File: src/rtl/text_pkg.sv
// Shared constants and state encoding for the text console writer.
// Optional clear-screen-on-FF support is enabled with TEXT_WRITER_CLS_EN.
package text_pkg;

    localparam logic [7:0] CH_BS       = 8'h08;
    localparam logic [7:0] CH_LF       = 8'h0A;
    localparam logic [7:0] CH_FF       = 8'h0C;
    localparam logic [7:0] CH_CR       = 8'h0D;
    localparam logic [7:0] CH_BLANK    = 8'h20;
    localparam logic [7:0] CH_PRINT_LO = 8'h20;
    localparam logic [7:0] CH_PRINT_HI = 8'h7E;

    typedef enum logic {ST_CLEAR, ST_IDLE} state_e;

    function automatic logic is_printable(input logic [7:0] b);
        return (b >= CH_PRINT_LO) && (b <= CH_PRINT_HI);
    endfunction

endpackage

File: src/rtl/text_cursor.sv
// Cursor register {row, col} with increment, decrement, carriage return,
// line feed and zero controls; all arithmetic is modulo the field widths.
module text_cursor #(
    parameter int COLS = 16,
    parameter int AW   = 7
) (
    input  logic          clk,
    input  logic          rst,
    input  logic          inc,
    input  logic          dec,
    input  logic          cr,
    input  logic          lf,
    input  logic          zero,
    output logic [AW-1:0] cursor,
    output logic [AW-1:0] cursor_dec
);
    localparam int CW = $clog2(COLS);
    localparam int RW = AW - CW;

    logic [AW-1:0] cursor_q, cursor_d;

    // LF only touches the row slice so the column survives and the row wraps.
    always_comb begin
        cursor_d = cursor_q;
        if (zero)
            cursor_d = '0;
        else if (inc)
            cursor_d = cursor_q + AW'(1);
        else if (dec)
            cursor_d = cursor_q - AW'(1);
        else if (cr)
            cursor_d[CW-1:0] = '0;
        else if (lf)
            cursor_d[AW-1:CW] = cursor_q[AW-1:CW] + RW'(1);
    end

    always_ff @(posedge clk) begin
        if (rst)
            cursor_q <= '0;
        else
            cursor_q <= cursor_d;
    end

    assign cursor     = cursor_q;
    assign cursor_dec = cursor_q - AW'(1);

endmodule

File: src/rtl/text_writer.sv
// Byte-stream console front end driving a tile RAM write port; clears the
// screen after reset. Define TEXT_WRITER_CLS_EN to make FF re-run the clear.
module text_writer
    import text_pkg::*;
#(
    parameter int         COLS  = 16,
    parameter int         ROWS  = 8,
    parameter int         AW    = 7,
    parameter logic [7:0] BLANK = CH_BLANK
) (
    input  logic          clk,
    input  logic          rst,
    input  logic [7:0]    rx_data,
    input  logic          rx_valid,
    output logic          rx_ready,
    output logic [AW-1:0] waddr,
    output logic [7:0]    wdata,
    output logic          we,
    output logic [AW-1:0] cursor,
    output logic          busy
);
    localparam logic [AW-1:0] LAST = AW'(COLS * ROWS - 1);

    state_e        state_q, state_d;
    logic [AW-1:0] cnt_q, cnt_d;
    logic [AW-1:0] waddr_q, waddr_d;
    logic [7:0]    wdata_q, wdata_d;
    logic          we_q, we_d;
    logic          rx_ready_q, rx_ready_d;
    logic          busy_q, busy_d;

    logic          cur_inc, cur_dec, cur_cr, cur_lf, cur_zero;
    logic [AW-1:0] cur, cur_dec_val;
    logic          accept;

    text_cursor #(.COLS(COLS), .AW(AW)) u_cursor (
        .clk        (clk),
        .rst        (rst),
        .inc        (cur_inc),
        .dec        (cur_dec),
        .cr         (cur_cr),
        .lf         (cur_lf),
        .zero       (cur_zero),
        .cursor     (cur),
        .cursor_dec (cur_dec_val)
    );

    // rx_ready_q mirrors state_q==ST_IDLE, so it doubles as the accept gate.
    assign accept = rx_valid && rx_ready_q;

    always_comb begin
        state_d    = state_q;
        cnt_d      = cnt_q;
        waddr_d    = waddr_q;
        wdata_d    = wdata_q;
        we_d       = 1'b0;
        rx_ready_d = rx_ready_q;
        busy_d     = busy_q;
        cur_inc    = 1'b0;
        cur_dec    = 1'b0;
        cur_cr     = 1'b0;
        cur_lf     = 1'b0;
        cur_zero   = 1'b0;
        case (state_q)
            ST_CLEAR: begin
                we_d    = 1'b1;
                waddr_d = cnt_q;
                wdata_d = BLANK;
                cnt_d   = cnt_q + AW'(1);
                if (cnt_q == LAST) begin
                    state_d    = ST_IDLE;
                    rx_ready_d = 1'b1;
                    busy_d     = 1'b0;
                    cur_zero   = 1'b1;
                end
            end
            default: begin
                if (accept) begin
                    if (is_printable(rx_data)) begin
                        we_d    = 1'b1;
                        waddr_d = cur;
                        wdata_d = rx_data;
                        cur_inc = 1'b1;
                    end else if (rx_data == CH_CR) begin
                        cur_cr = 1'b1;
                    end else if (rx_data == CH_LF) begin
                        cur_lf = 1'b1;
                    end else if (rx_data == CH_BS) begin
                        we_d    = 1'b1;
                        waddr_d = cur_dec_val;
                        wdata_d = BLANK;
                        cur_dec = 1'b1;
                    end
`ifdef TEXT_WRITER_CLS_EN
                    else if (rx_data == CH_FF) begin
                        state_d    = ST_CLEAR;
                        cnt_d      = '0;
                        rx_ready_d = 1'b0;
                        busy_d     = 1'b1;
                    end
`endif
                end
            end
        endcase
    end

    always_ff @(posedge clk) begin
        if (rst) begin
            state_q    <= ST_CLEAR;
            cnt_q      <= '0;
            waddr_q    <= '0;
            wdata_q    <= BLANK;
            we_q       <= 1'b0;
            rx_ready_q <= 1'b0;
            busy_q     <= 1'b1;
        end else begin
            state_q    <= state_d;
            cnt_q      <= cnt_d;
            waddr_q    <= waddr_d;
            wdata_q    <= wdata_d;
            we_q       <= we_d;
            rx_ready_q <= rx_ready_d;
            busy_q     <= busy_d;
        end
    end

    assign rx_ready = rx_ready_q;
    assign waddr    = waddr_q;
    assign wdata    = wdata_q;
    assign we       = we_q;
    assign cursor   = cur;
    assign busy     = busy_q;

endmodule

File: config.mk
export PLATFORM = sky130hd
export DESIGN_NAME = text_writer
export DESIGN_NICKNAME = d
export VERILOG_FILES = /design/src/rtl/text_pkg.sv /design/src/rtl/text_cursor.sv /design/src/rtl/text_writer.sv
export SDC_FILE = /design/constraint.sdc
export NUM_CORES = 1
export LEC_CHECK = 0
export BUFFER_PORTS_ARGS = -buffer_cell sky130_fd_sc_hd__buf_2
export CORE_UTILIZATION = 54
export DETAILED_ROUTE_END_ITERATION = 10
export PLACE_DENSITY = 0.85
export SYNTH_ARGS = -nofsm -noshare
export SYNTH_HDL_FRONTEND = slang
export SYNTH_HIERARCHICAL = 1
export SYNTH_SLANG_ARGS = --single-unit
File: constraint.sdc
create_clock -name clk -period 2.5 [get_ports clk]
set_input_delay 0.25 -clock clk [delete_from_list [all_inputs] [get_ports clk]]
set_output_delay 0.25 -clock clk [all_outputs]
set_load 0.005 [all_outputs]
==> metrics.txt, run 1 <==
status=finished, final reports clean; Routed Antenna Nets=0; gpl congestion=about 0.9; drt pass-1 iters=4; Synth warnings=6; dpl cells=a little under 300; Finished Layout Cells=~300; WP buf/inv=1; Worst Setup End Kind=flop; headroom to the max-slew limit=a little over two thirds; Fmax=0.4703 GHz; Site Rows=20; die area=around 0.0036 sq mm; vias in the first global route=~1,500; clk buf depth=2; kind of critical path=flop to flop; total power=0.8783 mW; CP cell instances=nand3_1, a211o_1, inv_1, nor2b_1, a222oi_1, xnor2_1, nor2_1; CP Launch Type=flop; layout cells sized above 1=a little under a quarter; Util after Layout=around two thirds; Cell variety after synth=52; hold path startpoint=rx_data[3]; first-pass GRT wire length=6748 um; sequential share of the synthesized area=36.31%; worst setup path startpoint=rx_ready; Setup TNS Final=0 ps; Area Overhead vs Synth=15.13%; Pwr Density=between 400 and 500 mW/mm^2; DPL Wire Length=slightly below 3000 um; DRC viols=0; DR vias/cell=between 5 and 6; initial DRC count=86; Yosys top cell by area=dfxtp_1; Mapped Nets=between 200 and 250; Crit path largest cell delay=about 430 ps; static leakage=0.8976 nW; synth cell count leaders=dfxtp_1 (33), nor2_1 (33), inv_1 (19); worst slew pin tran=about 440 ps; core box area=between 0.003 and 0.004 sq mm; input/output buffers=35; H-tree depth=2; worst hold path type=primary input to flop; Final min period=2126 ps; initial antenna violation count=0; # clock sinks=33; number of I/O pins=36; Mapped Area=around 0.0018 sq mm; Die Width=60.04 um; asr flop ratio synth=0%; CTS root buffer=clkbuf_4; wire per inst=between 10 and 15 um; max-cap violation count=0; Synth Instances=219; cts hold-fix bufs=0; pre-CTS setup slack=170.4 ps; gr ovfl total=0; final slew viol count=0; syn avg cell area=8.307 sq um; Final Hold Viols=0; Post-synth EDFFs=0; WP data arrival=approximately 2400 ps; fin crit share=between 80% and 90%; CTS resizes=0; Crit path max-delay family=compound AO/OA/AOI/OAI gates; Net count, final=274; R2R Path Start=rx_ready; Worst Clk Skew=around 7.2 ps; worst vdd ir=about 0.00035 V; drt total wl=approximately 4000 um; slowest CP cell=a222oi_1; Setup Viol. Count Final=0; post-CTS setup buffers=0; pin count of the biggest net entering global routing=25; total clock buffers created by CTS=5; Clk pin slew, worst setup/hold paths=roughly 90 ps; Main synth FF type=dfxtp_1; unrepaired setup endpoints after global routing=false; Yosys top cell area share=between 30 and 40%; Worst-Skew Late Latency=roughly 340 ps; Yosys reg bits=33; Starting Density=slightly below 60%; Worst EP required=between 2000 and 3000 ps; largest cells by area after synthesis=dfxtp_1 (36%), nor2_1 (6.8%), inv_1 (3.9%); diode count=0; Die H=60.04 um; critical-path maximum fanout=16; CTS tree=yes; gr usage total=between 20 and 30%; Setup WS post-layout=around 370 ps; total number of vias=1,739
power by group:
| part | internal (mW) | total [mW] | leakage, nW | switching (mW) |
|---|---|---|---|---|
| logic | 0.0220 | 0.0535 | 0.598 | 0.0314 |
| registers | 0.533 | 0.540 | 0.267 | 0.00687 |
| clock network | 0.107 | 0.285 | 0.0320 | 0.178 |
registers in the layout, indices dropped and copies added, names as in the netlist:
register         cells
busy                 1
cnt_q                7
rx_ready             1
state_q              1
u_cursor/cursor      7
waddr                7
wdata                8
we                   1
tightest hold or removal path, stage by stage:
cell and delay [ps]:
buf_2 120, nand4_1 60, o21ai_1 50
cell usage in the layout (no fill, tap or decap), types with 2 or more instances in the layout:
master,Yosys,final
xor2_1,7,7
xnor2_1,4,4
nand2_1,11,11
a21oi_1,7,7
a31oi_1,10,10
o21bai_1,2,2
clkinv_2,0,2
inv_1,19,19
buf_4,0,5
nor3_1,6,6
nor2_1,33,33
a211oi_1,3,3
ha_1,5,5
clkbuf_4,0,5
nand2b_1,2,2
o221ai_1,7,7
and4_1,3,3
nor2b_1,4,4
mux2i_1,2,2
buf_2,5,35
nand3_1,4,4
o21ai_1,6,6
nand4_1,7,7
or4_1,2,2
o21ai_0,4,4
dfxtp_1,33,33
and3_1,5,5
cells by family (layout without fill, tap and decap cells):
family,after synthesis,count (layout),synth area share (%)
and+or+nand+nor,90,90,27.30
AOI/OAI and AO/OA,51,51,20.22
DFF,33,33,36.31
buffers and inverters,27,67,6.327
xor gates and xnor gates,11,11,5.296
adders and majority gates,5,5,3.439
muxes,2,2,1.100
stage by stage:
stage                     hold WS [ps]  instance area, sq um
after floorplan                  393.0                  1819
after CTS                        169.9                  2095
final                            182.1                  2095
after global routing             174.1                  2095
after detailed placement         438.3                  2043
after global placement           433.9                  2043
final timing paths:
| kind | cells after the start | slack (ps) | end |
|---|---|---|---|
| min reg2reg | 2 | 460 | wdata[2] |
| min | 3 | 180 | wdata[3] |
| max | 7 | 370 | u_cursor/cursor[4] |
| max reg2reg | 7 | 370 | u_cursor/cursor[4] |
layer usage:
| layer | up-vias | global-route usage, % | wire, um |
|---|---|---|---|
| met3 | 5 | 7.359 | 206 |
| li1 | 869 | - | - |
| met2 | 58 | 39.68 | 1869 |
| met4 | 0 | 10.30 | 63 |
| met1 | 807 | 32.98 | 1881 |
| met5 | - | 0 | 0 |
layout make-up:
type                    count  area [sq um]
clock buffers               6         41.29
clock inverters             2         10.01
fillers                   288          1033
inverters                  19         71.32
multi-input cells         159          1044
flip-flops and latches     33         660.6
well taps                  44         55.05
repair buffers             40         212.7
(Power assumes the default switching activity.)
==> run 2, diff against run 1 <==
Settings changed: CELL_PAD_IN_SITES_DETAIL_PLACEMENT from default to 1, CELL_PAD_IN_SITES_GLOBAL_PLACEMENT from default to 1, CORE_UTILIZATION 54 to 40, CTS_BUF_LIST from default to sky130_fd_sc_hd__clkbuf_16.
==> metrics.txt, run 2 (synthesized netlist as in run 1, its figures left out) <==
Worst Setup End Kind=flop; Final Hold Viols=0 (unchanged); CP Launch Type=flop; static leakage=0.9500 nW (+5.8%); worst hold path type=primary input to flop; Site Rows=24 (+20%); DRC viols=0 (unchanged); gr usage total=21.72% (-3.8 points); core box area=0.004354 sq mm (+39%); clk buf depth=2 (unchanged); critical-path maximum fanout=9 (-7); fin crit share=80.49% (-4.6 points); WP data arrival=2210 ps (-150 ps); # clock sinks=33 (unchanged); wire per inst=15.52 um (+17%); Setup Viol. Count Final=0 (unchanged); gr ovfl total=0 (unchanged); most frequent cells in the layout=buf_2 (35), nor2_1 (33), dfxtp_1 (33); Filler cells=542 (+88%); total number of vias=1,764 (+1.4%); DPL Wire Length=3613 um (+25%); worst slew pin tran=553.4 ps (+109.9 ps); headroom to the max-slew limit=62.82% (-7.4 points); initial antenna violation count=0 (unchanged); input/output buffers=35 (unchanged); pin count of the biggest net entering global routing=23 (-8.0%); gpl congestion=0.8503 (-6.6%); cts hold-fix bufs=0 (unchanged); Worst Clk Skew=3.599 ps (-3.621 ps); Net count, final=276 (+0.73%); initial DRC count=83 (-3.5%); H-tree depth=2 (unchanged); Worst EP required=2700 ps (-40 ps); drt total wl=4858 um (+21%); Pwr Density=532.4 mW/mm^2 (+27%); layout cells sized above 1=23.37% (+0.59 points); max-cap violation count=0 (unchanged); post-CTS setup buffers=0 (unchanged); max reg flops=8 (unchanged); unrepaired setup endpoints after global routing=false; DR vias/cell=5.636 (-1.8%); Fmax=0.4970 GHz (+5.7%); Setup TNS Final=0 ps (unchanged); Die H=69.44 um (+16%); status=finished, final reports clean; final slew viol count=0 (unchanged); first-pass GRT wire length=8314 um (+23%); Starting Density=41.78% (-16 points); vias in the first global route=1,755 (+16%); drt pass-1 iters=5 (+1); CTS tree=yes; Die Width=69.44 um (+16%); Final min period=2012 ps (-114.1 ps); Routed Antenna Nets=0 (unchanged); CTS resizes=0 (unchanged); number of I/O pins=36 (unchanged); Finished Layout Cells=313 (+3.3%); Clk pin slew, worst setup/hold paths=50 ps (-40 ps); total clock buffers created by CTS=5 (unchanged); die area=0.004822 sq mm (+34%); dpl cells=305 (+3.4%); CTS root buffer=clkbuf_16; diode count=0 (unchanged); commonest non-fill, non-tap cell in the layout=buf_2; Worst-Skew Late Latency=280 ps (-60 ps); worst vdd ir=0.0003595 V (+1.4%); kind of critical path=flop to flop; Area Overhead vs Synth=21.32%
## run 2: cell types whose count changed in the layout (fill, tap and decap cells not counted), sizes merged
cell and delta:
inv +1, clkbuf -1, buf +2
## run 2: final timing paths
check | startpoint | to | slack [ps] | cells past startpoint
hold reg to reg | wdata[6] | wdata[6] | 450 | 2
setup / recovery | state_q | u_cursor/cursor[5] | 490 | 7
hold / removal | rx_data[3] | wdata[3] | 250 | 3
setup reg to reg | state_q | u_cursor/cursor[5] | 490 | 7
## run 2: cell type report
class	count	area, sq um	area share [%]
tap	52	65.06	2.948
multi-input combinational	159	1044	47.28
sequential	33	660.6	29.93
clock buffer	5	125.1	5.669
timing repair buffer	42	227.7	10.32
clock inverter	3	13.76	0.6236
inverter	19	71.32	3.231
## run 2: report_power, final
group	total, mW	internal (mW)	switching, mW	leakage (nW)
clock network	0.580	0.361	0.219	0.0748
registers	0.541	0.534	0.00678	0.267
logic	0.0541	0.0223	0.0318	0.608
## run 2: stage by stage
| stage | hold WS (ps) | utilization [%] | area (sq um) | power (mW) | setup slack, ps |
|---|---|---|---|---|---|
| after floorplan | 393.0 | - | 1819 | 0.5814 | 544.4 |
| after global placement | 432.2 | 47.50 | 2068 | 0.6037 | 379.8 |
| after detailed placement | 443.1 | 47.50 | 2068 | 0.6057 | 274.0 |
| after CTS | 251.0 | 50.69 | 2207 | 1.192 | 468.5 |
| after global routing | 261.1 | 50.69 | 2207 | 1.214 | 351.6 |
| final | 252.5 | 50.69 | 2207 | 1.175 | 487.8 |
## run 2: worst max-delay path, stage by stage, from the launching register on
cell	delay, ps
dfxtp_1	400
nand3_1	100
a211o_1	270
inv_1	200
buf_4	200
nor3_1	70
or4_1	500
a31oi_1	190
## run 2: per-layer routing
layer	up-vias	GRT usage, %	wire length [um]
met1	851	26.94	2194
met4	0	7.483	71
li1	871	-	-
met3	6	5.087	191
met5	-	0	0
met2	36	36.79	2401
==> run 3, diff against run 2 <==
Clock period 2.5 ns to 1.9 ns, I/O delays scaled along.
==> metrics.txt, run 3 (synthesized netlist as in run 1, its figures left out) <==
die area=0.004822 sq mm (unchanged); initial DRC count=112 (+35%); Util after Layout=55.66% (+5.0 points); initial antenna violation count=0 (unchanged); Final Hold Viols=0 (unchanged); Net count, final=302 (+9.4%); wire per inst=18.27 um (+18%); Starting Density=41.78% (unchanged); headroom to the max-slew limit=65.87% (+3.0 points); kind of critical path=flop to flop; Crit path max-delay family=simple AND/OR/NAND/NOR gates; pin count of the biggest net entering global routing=25 (+8.7%); input/output buffers=35 (unchanged); drt total wl=6194 um (+28%); commonest non-fill, non-tap cell in the layout=buf_2; critical-path maximum fanout=5 (-4); Die H=69.44 um (unchanged); static leakage=1.082 nW (+14%); Fmax=0.5490 GHz (+10%); total number of vias=1,948 (+10%); H-tree depth=2 (unchanged); Pwr Density=647.6 mW/mm^2 (+22%); gpl congestion=0.9358 (+10%); vias in the first global route=2,043 (+16%); Worst Clk Skew=3.776 ps (+0.1774 ps); CTS tree=yes; DRC viols=0 (unchanged); worst vdd ir=0.0005337 V (+48%); Worst Setup End Kind=flop; core box area=0.004354 sq mm (unchanged); Area Overhead vs Synth=33.22%; Setup Viol. Count Final=0 (unchanged); drt pass-1 iters=4 (-1); Final min period=1821 ps (-190.8 ps); layout cells sized above 1=31.71% (+8.3 points); first-pass GRT wire length=10,030 um (+21%); Worst-Skew Late Latency=280 ps (about the same); Die Width=69.44 um (unchanged); unrepaired setup endpoints after global routing=true; gr usage total=26.35% (+4.6 points); total clock buffers created by CTS=5 (unchanged); Routed Antenna Nets=0 (unchanged); slowest CP cell=or4_1; # clock sinks=33 (unchanged); WP data arrival=2020 ps (-190 ps); Post-Layout Inst Area=0.002424 sq mm (+9.8%); Setup WS post-layout=78.56 ps (-409.2 ps); CTS root buffer=clkbuf_16; clk buf depth=2 (unchanged); Site Rows=24 (unchanged); worst slew pin tran=511.0 ps (-42.42 ps); dpl cell area=0.002268 sq mm (+9.7%); max reg flops=8 (unchanged); CP Launch Type=flop; pre-CTS setup slack=-137.6 ps (-411.7 ps); fin crit share=95.87% (+15 points); CP cell instances=nand3_2, a211o_1, inv_2, buf_4, nor2_1, or4_1, a31oi_1; DR vias/cell=5.746 (+2.0%); Worst EP required=2100 ps (-600 ps); DPL Wire Length=4251 um (+18%); Clk pin slew, worst setup/hold paths=50 ps (about the same); worst hold path type=primary input to flop; diode count=0 (unchanged); number of I/O pins=36 (unchanged); WP buf/inv=2 (unchanged); Crit path largest cell delay=510 ps (about the same); post-CTS setup buffers=0 (unchanged); gr ovfl total=0 (unchanged); final slew viol count=0 (unchanged); most frequent cells in the layout=buf_2 (35), nor2_1 (33), dfxtp_1 (33); max-cap violation count=0 (unchanged); status=finished, final reports clean
## run 3: layout make-up
| cell class | instances | area, sq um |
|---|---|---|
| clock inverters | 3 | 13.76 |
| clock buffers | 5 | 125.1 |
| multi-input cells | 159 | 1061 |
| repair buffers | 68 | 426.7 |
| inverters | 19 | 71.32 |
| well taps | 52 | 65.06 |
| flip-flops and latches | 33 | 660.6 |
| fillers | 551 | 1931 |
## run 3: stage by stage
step	hold slack (ps)	total power, mW	TNS (ps)	cells
global placement	431.5	0.8102	-72.60	331
global route	240.9	1.621	-10.95	339
floorplan	333.0	0.7651	0	219
finish	215.2	1.569	0	339
CTS	209.5	1.583	0	339
detailed placement	444.8	0.8151	-171.0	331
## run 3: timing repair
item | 4_1_cts | 5_1_grt
gates resized for setup | 0 | 4
hold endpoints to repair | 0 | 0
endpoints found under the setup margin | 0 | 3
hold buffers | 0 | 0
## run 3: tightest hold or removal path, cell delays in order
cell and delay, ps:
buf_2 130, nand4_1 70, o21ai_1 60
## run 3: path summary, 6_finish.rpt
kind | from | to | slack (ps) | cells after the start
max | rx_ready | u_cursor/cursor[5] | 80 | 7
min | rx_data[4] | wdata[4] | 220 | 3
max reg2reg | rx_ready | u_cursor/cursor[5] | 80 | 7
min reg2reg | wdata[4] | wdata[4] | 450 | 2
## run 3: power breakdown
part / leakage, nW / switching, mW / internal [mW]
Combinational: 0.740 / 0.0495 / 0.0420
Sequential: 0.267 / 0.00935 / 0.703
Clock: 0.0748 / 0.290 / 0.475
## run 3: layer usage
layer	global-route usage, %	routed length (um)	vias up
met3	5.087	182	11
met5	0	0	-
li1	-	-	924
met2	45.85	3097	33
met4	7.256	123	0
met1	33.03	2789	980
